## config.mk

```make
export PLATFORM = sky130hd
export DESIGN_NAME = uart_hex_framer_flat
export DESIGN_NICKNAME = d
export VERILOG_FILES = /design/src/rtl/uart_hex_framer_pkg.sv /design/src/rtl/uart_hex_framer_if.sv /design/src/rtl/uart_hex_framer_nibble_to_ascii.sv /design/src/rtl/uart_hex_framer.sv /design/src/flat_wrapper.sv
export SDC_FILE = /design/constraint.sdc
export NUM_CORES = 1
export LEC_CHECK = 0
export ABC_AREA = 1
export CAP_MARGIN = 0
export CORE_ASPECT_RATIO = 1.25
export CORE_MARGIN = 2
export CORE_UTILIZATION = 56
export CTS_CLUSTER_SIZE = 14
export DETAILED_ROUTE_END_ITERATION = 8
export PLACE_DENSITY = 0.83
export SLEW_MARGIN = 20
export SYNTH_ARGS = -nofsm -noshare
export SYNTH_HDL_FRONTEND = slang
export SYNTH_SLANG_ARGS = --single-unit
```

## constraint.sdc

```tcl
create_clock -name clk -period 4 [get_ports clk]
set_input_delay 1 -clock clk [delete_from_list [all_inputs] [get_ports clk]]
set_output_delay 1 -clock clk [all_outputs]
set_load 0.05 [all_outputs]
```

## src/rtl/uart_hex_framer_pkg.sv

```systemverilog
// Shared types and ASCII constants for the UART hex framer.
// FSM state encoding plus the character codes used by the nibble converter and CR/LF tail.
package uart_hex_framer_pkg;

   typedef enum logic [2:0] {
      IDLE,
      SEND,
      WAIT_HI,
      WAIT_LO,
      FINISH
   } state_t;

   localparam logic [7:0] ASCII_0      = 8'h30;
   localparam logic [7:0] ASCII_CR     = 8'h0D;
   localparam logic [7:0] ASCII_LF     = 8'h0A;
   localparam logic [7:0] ASCII_UC_OFS = 8'h37;
   localparam logic [7:0] ASCII_LC_OFS = 8'h57;

endpackage

```

## src/rtl/uart_hex_framer_if.sv

```systemverilog
// Request/character handshake between the result source, the framer and uart_tx.
// master = framer side (drives the UART strobe/data and status), slave = surrounding logic.
interface uart_hex_framer_if;

   logic       start;
   logic [7:0] data_in;
   logic       uartbusy;
   logic       tx_en;
   logic [7:0] tx_data;
   logic       busy;
   logic       done;
   logic       timeout_err;

   modport master (
      input  start, data_in, uartbusy,
      output tx_en, tx_data, busy, done, timeout_err
   );

   modport slave (
      output start, data_in, uartbusy,
      input  tx_en, tx_data, busy, done, timeout_err
   );

endinterface

```

## src/rtl/uart_hex_framer_nibble_to_ascii.sv

```systemverilog
// Converts one 4-bit value to its ASCII hex digit; UPPERCASE selects 'A'-'F' or 'a'-'f'.
module nibble_to_ascii
   import uart_hex_framer_pkg::*;
#(
   parameter bit UPPERCASE = 1'b1
) (
   input  logic [3:0] nibble,
   output logic [7:0] ascii
);

   always_comb begin
      if (nibble <= 4'd9) begin
         ascii = ASCII_0 + {4'h0, nibble};
      end else begin
         ascii = (UPPERCASE ? ASCII_UC_OFS : ASCII_LC_OFS) + {4'h0, nibble};
      end
   end

endmodule

```

## src/rtl/uart_hex_framer.sv

```systemverilog
// Captures a result byte on start and sends it as ASCII hex characters over a tx_en/uartbusy handshake.
// Define FRAMER_CRLF_EN to append CR LF after the two hex digits.
module uart_hex_framer
   import uart_hex_framer_pkg::*;
#(
   parameter bit          UPPERCASE    = 1'b1,
   parameter int unsigned BUSY_TIMEOUT = 16
) (
   input logic               clk,
   input logic               reset_n,
   uart_hex_framer_if.master bus
);

`ifdef FRAMER_CRLF_EN
   localparam int unsigned IDX_W = 2;
`else
   localparam int unsigned IDX_W = 1;
`endif
   localparam int unsigned      CNT_W    = $clog2(BUSY_TIMEOUT);
   localparam logic [CNT_W-1:0] CNT_LAST = CNT_W'(BUSY_TIMEOUT - 1);

   state_t           state_q, state_d;
   logic [7:0]       byte_q, byte_d;
   logic [IDX_W-1:0] idx_q, idx_d;
   logic [CNT_W-1:0] cnt_q, cnt_d;
   logic             tx_en_q, tx_en_d;
   logic [7:0]       tx_data_q, tx_data_d;
   logic             busy_q, busy_d;
   logic             done_q, done_d;
   logic             terr_q, terr_d;
   logic             advance;
   logic [3:0]       nibble;
   logic [7:0]       hex_char;
   logic [7:0]       next_char;

   always_comb begin
      state_d = state_q;
      byte_d  = byte_q;
      idx_d   = idx_q;
      cnt_d   = cnt_q;
      tx_en_d = 1'b0;
      done_d  = 1'b0;
      terr_d  = 1'b0;
      advance = 1'b0;
      unique case (state_q)
         IDLE: begin
            if (bus.start) begin
               byte_d  = bus.data_in;
               idx_d   = '0;
               state_d = SEND;
            end
         end
         SEND: begin
            if (!bus.uartbusy) begin
               tx_en_d = 1'b1;
               cnt_d   = '0;
               state_d = WAIT_HI;
            end
         end
         WAIT_HI: begin
            // a rise seen on the last counted cycle still beats the timeout
            if (bus.uartbusy) begin
               state_d = WAIT_LO;
            end else if (cnt_q == CNT_LAST) begin
               terr_d  = 1'b1;
               advance = 1'b1;
            end else begin
               cnt_d = cnt_q + CNT_W'(1);
            end
         end
         WAIT_LO: begin
            if (!bus.uartbusy) advance = 1'b1;
         end
         FINISH: state_d = IDLE;
         default: state_d = IDLE;
      endcase
      // the last index is all-ones for both frame lengths
      if (advance) begin
         if (&idx_q) begin
            state_d = FINISH;
            done_d  = 1'b1;
         end else begin
            idx_d   = idx_q + IDX_W'(1);
            state_d = SEND;
         end
      end
   end

   // Outputs are registered from the next state, so the character is loaded on SEND entry
   // and tx_en appears one cycle after SEND is entered.
   always_comb nibble = idx_d[0] ? byte_d[3:0] : byte_d[7:4];

   nibble_to_ascii #(.UPPERCASE(UPPERCASE)) u_nibble_to_ascii (
      .nibble (nibble),
      .ascii  (hex_char)
   );

`ifdef FRAMER_CRLF_EN
   always_comb next_char = idx_d[1] ? (idx_d[0] ? ASCII_LF : ASCII_CR) : hex_char;
`else
   always_comb next_char = hex_char;
`endif

   always_comb begin
      busy_d    = (state_d == SEND) || (state_d == WAIT_HI) || (state_d == WAIT_LO);
      tx_data_d = (state_d == SEND) ? next_char : tx_data_q;
   end

   always_ff @(posedge clk or negedge reset_n) begin
      if (!reset_n) begin
         state_q   <= IDLE;
         byte_q    <= '0;
         idx_q     <= '0;
         cnt_q     <= '0;
         tx_en_q   <= 1'b0;
         tx_data_q <= '0;
         busy_q    <= 1'b0;
         done_q    <= 1'b0;
         terr_q    <= 1'b0;
      end else begin
         state_q   <= state_d;
         byte_q    <= byte_d;
         idx_q     <= idx_d;
         cnt_q     <= cnt_d;
         tx_en_q   <= tx_en_d;
         tx_data_q <= tx_data_d;
         busy_q    <= busy_d;
         done_q    <= done_d;
         terr_q    <= terr_d;
      end
   end

   assign bus.tx_en       = tx_en_q;
   assign bus.tx_data     = tx_data_q;
   assign bus.busy        = busy_q;
   assign bus.done        = done_q;
   assign bus.timeout_err = terr_q;

endmodule
```

## src/flat_wrapper.sv

```systemverilog
// flat-port wrapper written by rule: the top's interface ports become plain ports
module uart_hex_framer_flat import uart_hex_framer_pkg::*;
#(
   parameter bit          UPPERCASE    = 1'b1,
   parameter int unsigned BUSY_TIMEOUT = 16
)
  (clk, reset_n, bus_start, bus_data_in, bus_uartbusy, bus_tx_en, bus_tx_data, bus_busy, bus_done, bus_timeout_err);
  uart_hex_framer_if bus_i ();
  input logic clk;
  input logic reset_n;
  input wire logic [$bits(bus_i.start)-1:0] bus_start;
  input wire logic [$bits(bus_i.data_in)-1:0] bus_data_in;
  input wire logic [$bits(bus_i.uartbusy)-1:0] bus_uartbusy;
  output wire logic [$bits(bus_i.tx_en)-1:0] bus_tx_en;
  output wire logic [$bits(bus_i.tx_data)-1:0] bus_tx_data;
  output wire logic [$bits(bus_i.busy)-1:0] bus_busy;
  output wire logic [$bits(bus_i.done)-1:0] bus_done;
  output wire logic [$bits(bus_i.timeout_err)-1:0] bus_timeout_err;
  assign bus_i.start = bus_start;
  assign bus_i.data_in = bus_data_in;
  assign bus_i.uartbusy = bus_uartbusy;
  assign bus_tx_en = bus_i.tx_en;
  assign bus_tx_data = bus_i.tx_data;
  assign bus_busy = bus_i.busy;
  assign bus_done = bus_i.done;
  assign bus_timeout_err = bus_i.timeout_err;
  uart_hex_framer #(.UPPERCASE(UPPERCASE), .BUSY_TIMEOUT(BUSY_TIMEOUT)) u_core (.clk(clk), .reset_n(reset_n), .bus(bus_i));
endmodule
```

# Word-level counts from Yosys, hierarchy flattened
# Cells that the tools add are included.
[totals]
input_bits = 12
elab_cells = 55
out_inout_bits = 12
reg_bits = 28
[classes]
n_lt_le_gt_ge = 1
mux = 26
n_reduce_logical = 5
n_eq_ne = 10
add_sub_neg = 4
[ops]
columns = ["cell", "n"]
rows = [
  ["two-way mux 4 bit", 4],
  ["two-way mux 8 bit", 2],
  ["two-way mux 3 bit", 5],
  ["adder 6 x 4 -> 7 bit, first input constant", 2],
  ["== test 3 x 2 -> 1 bit, second input constant", 4],
  ["case mux 3 bit (4 select lines)", 1],
  ["two-way mux 1 bit", 11],
  ["case mux 4 bit (2 select lines)", 1],
  ["two-way mux 7 bit", 1],
  ["== test 3 x 1 -> 1 bit, second input constant", 2],
  ["!= test 2 bit, second input constant", 3],
  ["adder 4 x 1 -> 4 bit, second input constant", 1],
  ["== test 4 bit, second input constant", 1],
  ["<= comparator 4 bit, second input constant", 1],
  ["AND reduction 4 bit", 1],
  ["zero test 3 bit", 1],
  ["logical OR 1 bit", 2],
  ["case mux 1 bit (2 select lines)", 1],
  ["nonzero test 2 bit", 1],
  ["adder 1 bit, second input constant", 1],
]

# Longest topological paths before layout
[depth]
word_depth = 8
mapped_depth = 15
mapped_depth_nobuf = 14

# By module
# Synthesis repeated with hierarchy kept, for this count alone.
[unflattened]
hier_cells = 178
hier_area_um2 = 1457.6
[by_module_without_submodules]
columns = ["module", "instances", "area_per_inst_um2", "cells_each", "seq_area_each_um2"]
rows = [
  ["uart_hex_framer", 1, 1326.3, 157, 700.7],
  ["nibble_to_ascii", 1, 131.4, 21, 0.0],
]

# Worst setup path after synthesis
# No wires, ideal clock.
[synth_path]
kind = "input -> register"
startpoint = "in bus_start"
endpoint = "reg u_core.tx_data_q[0] (netlist: u_core.bus.tx_data[0])"
slack_ns = 1.402
setup_ns = 0.125
stages = 14
n_path_buf = 1
required_ns = 3.875
arrival_time_ns = 2.473
path_cell_list = "inv_1 > nor2_4 > nand2_4 > buf_6 > o21ai_2 > nand2_1 > nand2_2 > inv_1 > ha_1 > or2_2 > nand3_2 > nand2_2 > nand3_1 > nand3_1"
[synth_between]
elab_chain_cells = 7
word_cells_on_any_way = 15
cone_classes = "2 x add/sub; 1 x order compare; 1 x eq/ne; 11 x mux"
[synth_rtl]
columns = ["element", "line_no", "source"]
rows = [
  ["from (decl)", "flat_wrapper.sv:11", "input wire logic [$bits(bus_i.start)-1:0] bus_start;"],
  ["two-way mux 1 bit", "uart_hex_framer.sv:47", "if (bus.start) begin"],
  ["two-way mux 1 bit", "uart_hex_framer.sv:45", "unique case (state_q)"],
  ["two-way mux 1 bit", "uart_hex_framer.sv:79", "if (&idx_q) begin"],
  ["two-way mux 1 bit", "uart_hex_framer.sv:78", "if (advance) begin"],
  ["two-way mux 4 bit", "uart_hex_framer.sv:91", "always_comb nibble = idx_d[0] ? byte_d[3:0] : byte_d[7:4];"],
  ["adder 6 x 4 -> 7 bit (tied with other cells)", "uart_hex_framer_nibble_to_ascii.sv:15", "ascii = (UPPERCASE ? ASCII_UC_OFS : ASCII_LC_OFS) + {4'h0, nibble};"],
  ["two-way mux 7 bit", "uart_hex_framer_nibble_to_ascii.sv:12", "if (nibble <= 4'd9) begin"],
  ["to (signal assigned)", "uart_hex_framer.sv:126", "tx_data_q <= tx_data_d;"],
  ["to (decl)", "uart_hex_framer.sv:27", "logic [7:0] tx_data_q, tx_data_d;"],
]
# Parallel ways exist; a longest one is shown, timed or not.
# A chain may end at the register's enable or synchronous reset.

# Final worst setup path
[layout_path]
startpoint = "in bus_start"
endpoint = "reg u_core.tx_data_q[6] (netlist: u_core.bus.tx_data[6])"
[layout_between]
elab_chain_cells = 7
word_cells_on_any_way = 15
cone_classes = "2 x add/sub; 1 x order compare; 1 x eq/ne; 11 x mux"
[layout_rtl]
columns = ["element", "line_no", "source"]
rows = [
  ["two-way mux 1 bit *", "uart_hex_framer.sv:47", ""],
  ["two-way mux 1 bit *", "uart_hex_framer.sv:45", ""],
  ["two-way mux 1 bit", "uart_hex_framer.sv:79", ""],
  ["two-way mux 1 bit *", "uart_hex_framer.sv:78", ""],
  ["via u_core.idx_d", "uart_hex_framer.sv:24", "logic [IDX_W-1:0] idx_q, idx_d;"],
  ["two-way mux 4 bit *", "uart_hex_framer.sv:91", ""],
  ["adder 6 x 4 -> 7 bit (tied with other cells)", "uart_hex_framer_nibble_to_ascii.sv:15", ""],
  ["two-way mux 7 bit *", "uart_hex_framer_nibble_to_ascii.sv:12", ""],
]
# The timed path passes the listed nets; every way through them passes the cells marked *.

==> out/metrics.csv <==
stage,metric,value,unit
layout,Final #Nets,219,
global_routing,initial antenna violation count,0,
placement,IO buf count,22,
power_and_ir_drop,pwr dens,867,nW/um2
global_routing,number of global-route vias before repair,1171,
clocking,worst skew pair latency,0.32,ns
sta,relative slew slack,65.7,%
synthesis,Avg Inst Size Synth,8.34,um2
setup_path,crit path max fanout,13,
sta,Min Hold Slack,0.510,ns
floorplanning,initial core utilization,59.9,%
global_routing,largest net degree at the start of global routing,28,
layout,layout cells sized above 1,18.2,%
layout,fillers,186,
synthesis,synth warn,0,
synthesis,Seq cells post-synth,27,
status,outcome,finished clean,
detailed_routing,Final ANT Viol Nets,0,
layout,post-route cell area,1760,um2
clocking,H-tree depth,1,
global_routing,global-route wire length before repair,4.84,mm
placement,Post-DP Area,1730,um2
detailed_routing,initial DRC count,39,
synthesis,Unique masters post-synth,27,
detailed_routing,routed vias/inst,5.19,
placement,DP HPWL,2.24,mm
power_and_ir_drop,peak supply drop,0.651,mV
floorplanning,chip height,61.6,um
setup_path,"Arr. time, crit path",3.21,ns
global_routing,total gr overflow,0,
floorplanning,# rows,20,
sta,RSZ-0062 raised after global routing,false,
power_and_ir_drop,leak pwr,0.000918,uW
layout,Multi-input gate area,663,um2
setup_path,Crit path required time,4.27,ns
layout,Finished Core Util,71.1,%
layout,ANT cells,0,
placement,Final Wtd Congestion,0.898,
sta,Pins Over Slew Limit,0,
setup_path,critical path class,primary input to register,
synthesis,Netlist Area Pre-Place,1480,um2
floorplanning,Core Region,2480,um2
synthesis,Synth Instances,178,
floorplanning,count of boundary I/O pins,24,
hold_path,worst min path class,register to register,
setup_path,Worst Setup Start Kind,primary input,
sta,final setup fails,0,
detailed_routing,Residual DRC,0,
floorplanning,Chip Width,50.0,um
synthesis,syn nets,193,
detailed_routing,first-pass detailed-route iteration total,4,
detailed_routing,via count,1224,
global_routing,gr usage total,20.9,%
clocking,cts repair resizes,0,
sta,Clock Skew,0.00796,ns
clocking,clk root buf,clkbuf_4,
sta,Worst Tran Pin Value,0.513,ns
layout,Area Overhead vs Synth,18.6,%
sta,Tmin final,2.95,ns
clocking,CTS Buf Count,3,
clocking,# Post-CTS Setup Buffers,0,
sta,Setup TNS,0,ns
synthesis,sequential-to-total area share from yosys stat,45.5,%
detailed_routing,Wirelength per Cell,12.5,um
layout,register area,676,um2
detailed_routing,Detailed Route WL,2.96,mm
setup_path,Worst Setup End Kind,register,
clocking,TritonCTS clock tree,done,
sta,Final Cycle Share,73.7,%
floorplanning,Die ar.,3080,um2
clocking,clock sinks,27,
sta,Max Fclk,339,MHz
flow_run,Maximum Capacitance Violations,0,
clocking,hold_buf cts,0,
clocking,CTS max path bufs,2,
sta,final hold vios,0,
clocking,Worst-path clk slew,0.13,ns
critical path: stages:
cell and delay, ns:
clkdlybuf4s50_1 0.45, inv_1 0.06, nor2_4 0.18, nand2_4 0.17
nand2_4 0.13, nand3_2 0.13, nand2_1 0.10, nand2_2 0.08
ha_1 0.22, or2_2 0.31, nand3_2 0.12, nand2_2 0.07
nand2_1 0.08, o21a_1 0.11
cells in the mapped netlist:
cell      instances  area, um2
ha_1              3       37.5
buf_4             1       7.51
inv_2             3       11.3
a21oi_1           1       5.00
inv_4             1       6.26
nor2_1            8       30.0
o21ai_1           1       5.00
buf_6             1       11.3
nand4_1           2       12.5
o21a_1            1       7.51
nand2_1          38        143
inv_1            29        109
or2_2             1       6.26
nand2_8           1       20.0
a21oi_2           2       17.5
o21ai_0           4       20.0
dfrtp_1          27        676
nand3_2           2       20.0
or2_1             1       6.26
nand3_1          23        115
o21ai_2           2       17.5
nand2_2          12       75.1
conb_1            1       3.75
nand2_4           4       45.0
nand3b_1          4       30.0
nor2_4            3       33.8
nor2_2            2       12.5
final timing paths:
kind | start | end | slack (ns) | cells after the start
worst max-delay path | bus_start | u_core.bus.tx_data[6]$_DFFE_PN0N_ | 1.05 | 14
worst min register to register | u_core.bus.tx_data[2]$_DFFE_PN0N_ | u_core.bus.tx_data[2]$_DFFE_PN0N_ | 0.51 | 2
worst min-delay path | u_core.bus.tx_data[2]$_DFFE_PN0N_ | u_core.bus.tx_data[2]$_DFFE_PN0N_ | 0.51 | 2
min in group asynchronous | reset_n | u_core.byte_q[4]$_DFF_PN0_ | 1.04 | 2
max in group asynchronous | reset_n | u_core.bus.tx_en$_DFF_PN0_ | 2.71 | 2
worst max register to register | u_core.state_q[0]$_DFF_PN0_ | u_core.bus.tx_data[6]$_DFFE_PN0N_ | 1.68 | 12
state kept, by name (all words and copies together) (netlist names):
register	flops
u_core.bus.busy	1
u_core.byte_q	8
u_core.bus.tx_data	7
u_core.bus.done	1
u_core.bus.timeout_err	1
u_core.cnt_q	4
u_core.state_q	3
u_core.bus.tx_en	1
u_core.idx_q	1
stage by stage:
step | std cells | power, uW | setup WS, ns
6_report | 236 | 1530 | 1.05
2_1_floorplan | 178 | 1180 | 1.40
4_1_cts | 236 | 1530 | 1.05
3_3_place_gp | 232 | 1360 | 0.828
3_5_place_dp | 232 | 1410 | 0.688
5_1_grt | 236 | 1640 | 0.881
kinds of logic after synthesis:
| logic type | synth area share (%) |
|---|---|
| DFF | 45.5 |
| other | 0.253 |
| and+or+nand+nor | 37.0 |
| buffers and inverters | 9.78 |
| adders and majority gates | 2.53 |
| AOI/OAI and AO/OA | 4.89 |
cells in the final DEF, fill, tap and decap left out, drive strengths merged:
master and n:
a21oi 3, buf 1, clkbuf 4, clkdlybuf4s50 22
conb 1, dfrtp 27, ha 3, inv 33
nand2 55, nand3 25, nand3b 4, nand4 2
nor2 13, o21a 1, o21ai 7, or2 2
area by class of cell:
class	count	area share, %
Tap cell	33	2.35
Sequential cell	27	38.4
Timing Repair Buffer	23	12.9
Clock buffer	4	1.49
Inverter	33	7.18
Multi-Input combinational cell	116	37.7
metal layers:
layer | global-route usage [%] | vias up | part of all wire, %
met5 | 0 | - | 0
met1 | 24.5 | 583 | 42
li1 | - | 599 | -
met3 | 2.43 | 4 | 4.2
met2 | 38.9 | 38 | 52
met4 | 9.13 | 0 | 1.2
power breakdown:
| part | switching, uW | total, uW | internal [uW] |
|---|---|---|---|
| logic | 634 | 951 | 318 |
| registers | 74.9 | 458 | 383 |
| clock network | 77.5 | 117 | 39.0 |
No activity file was read; power rests on OpenSTA's default activity.
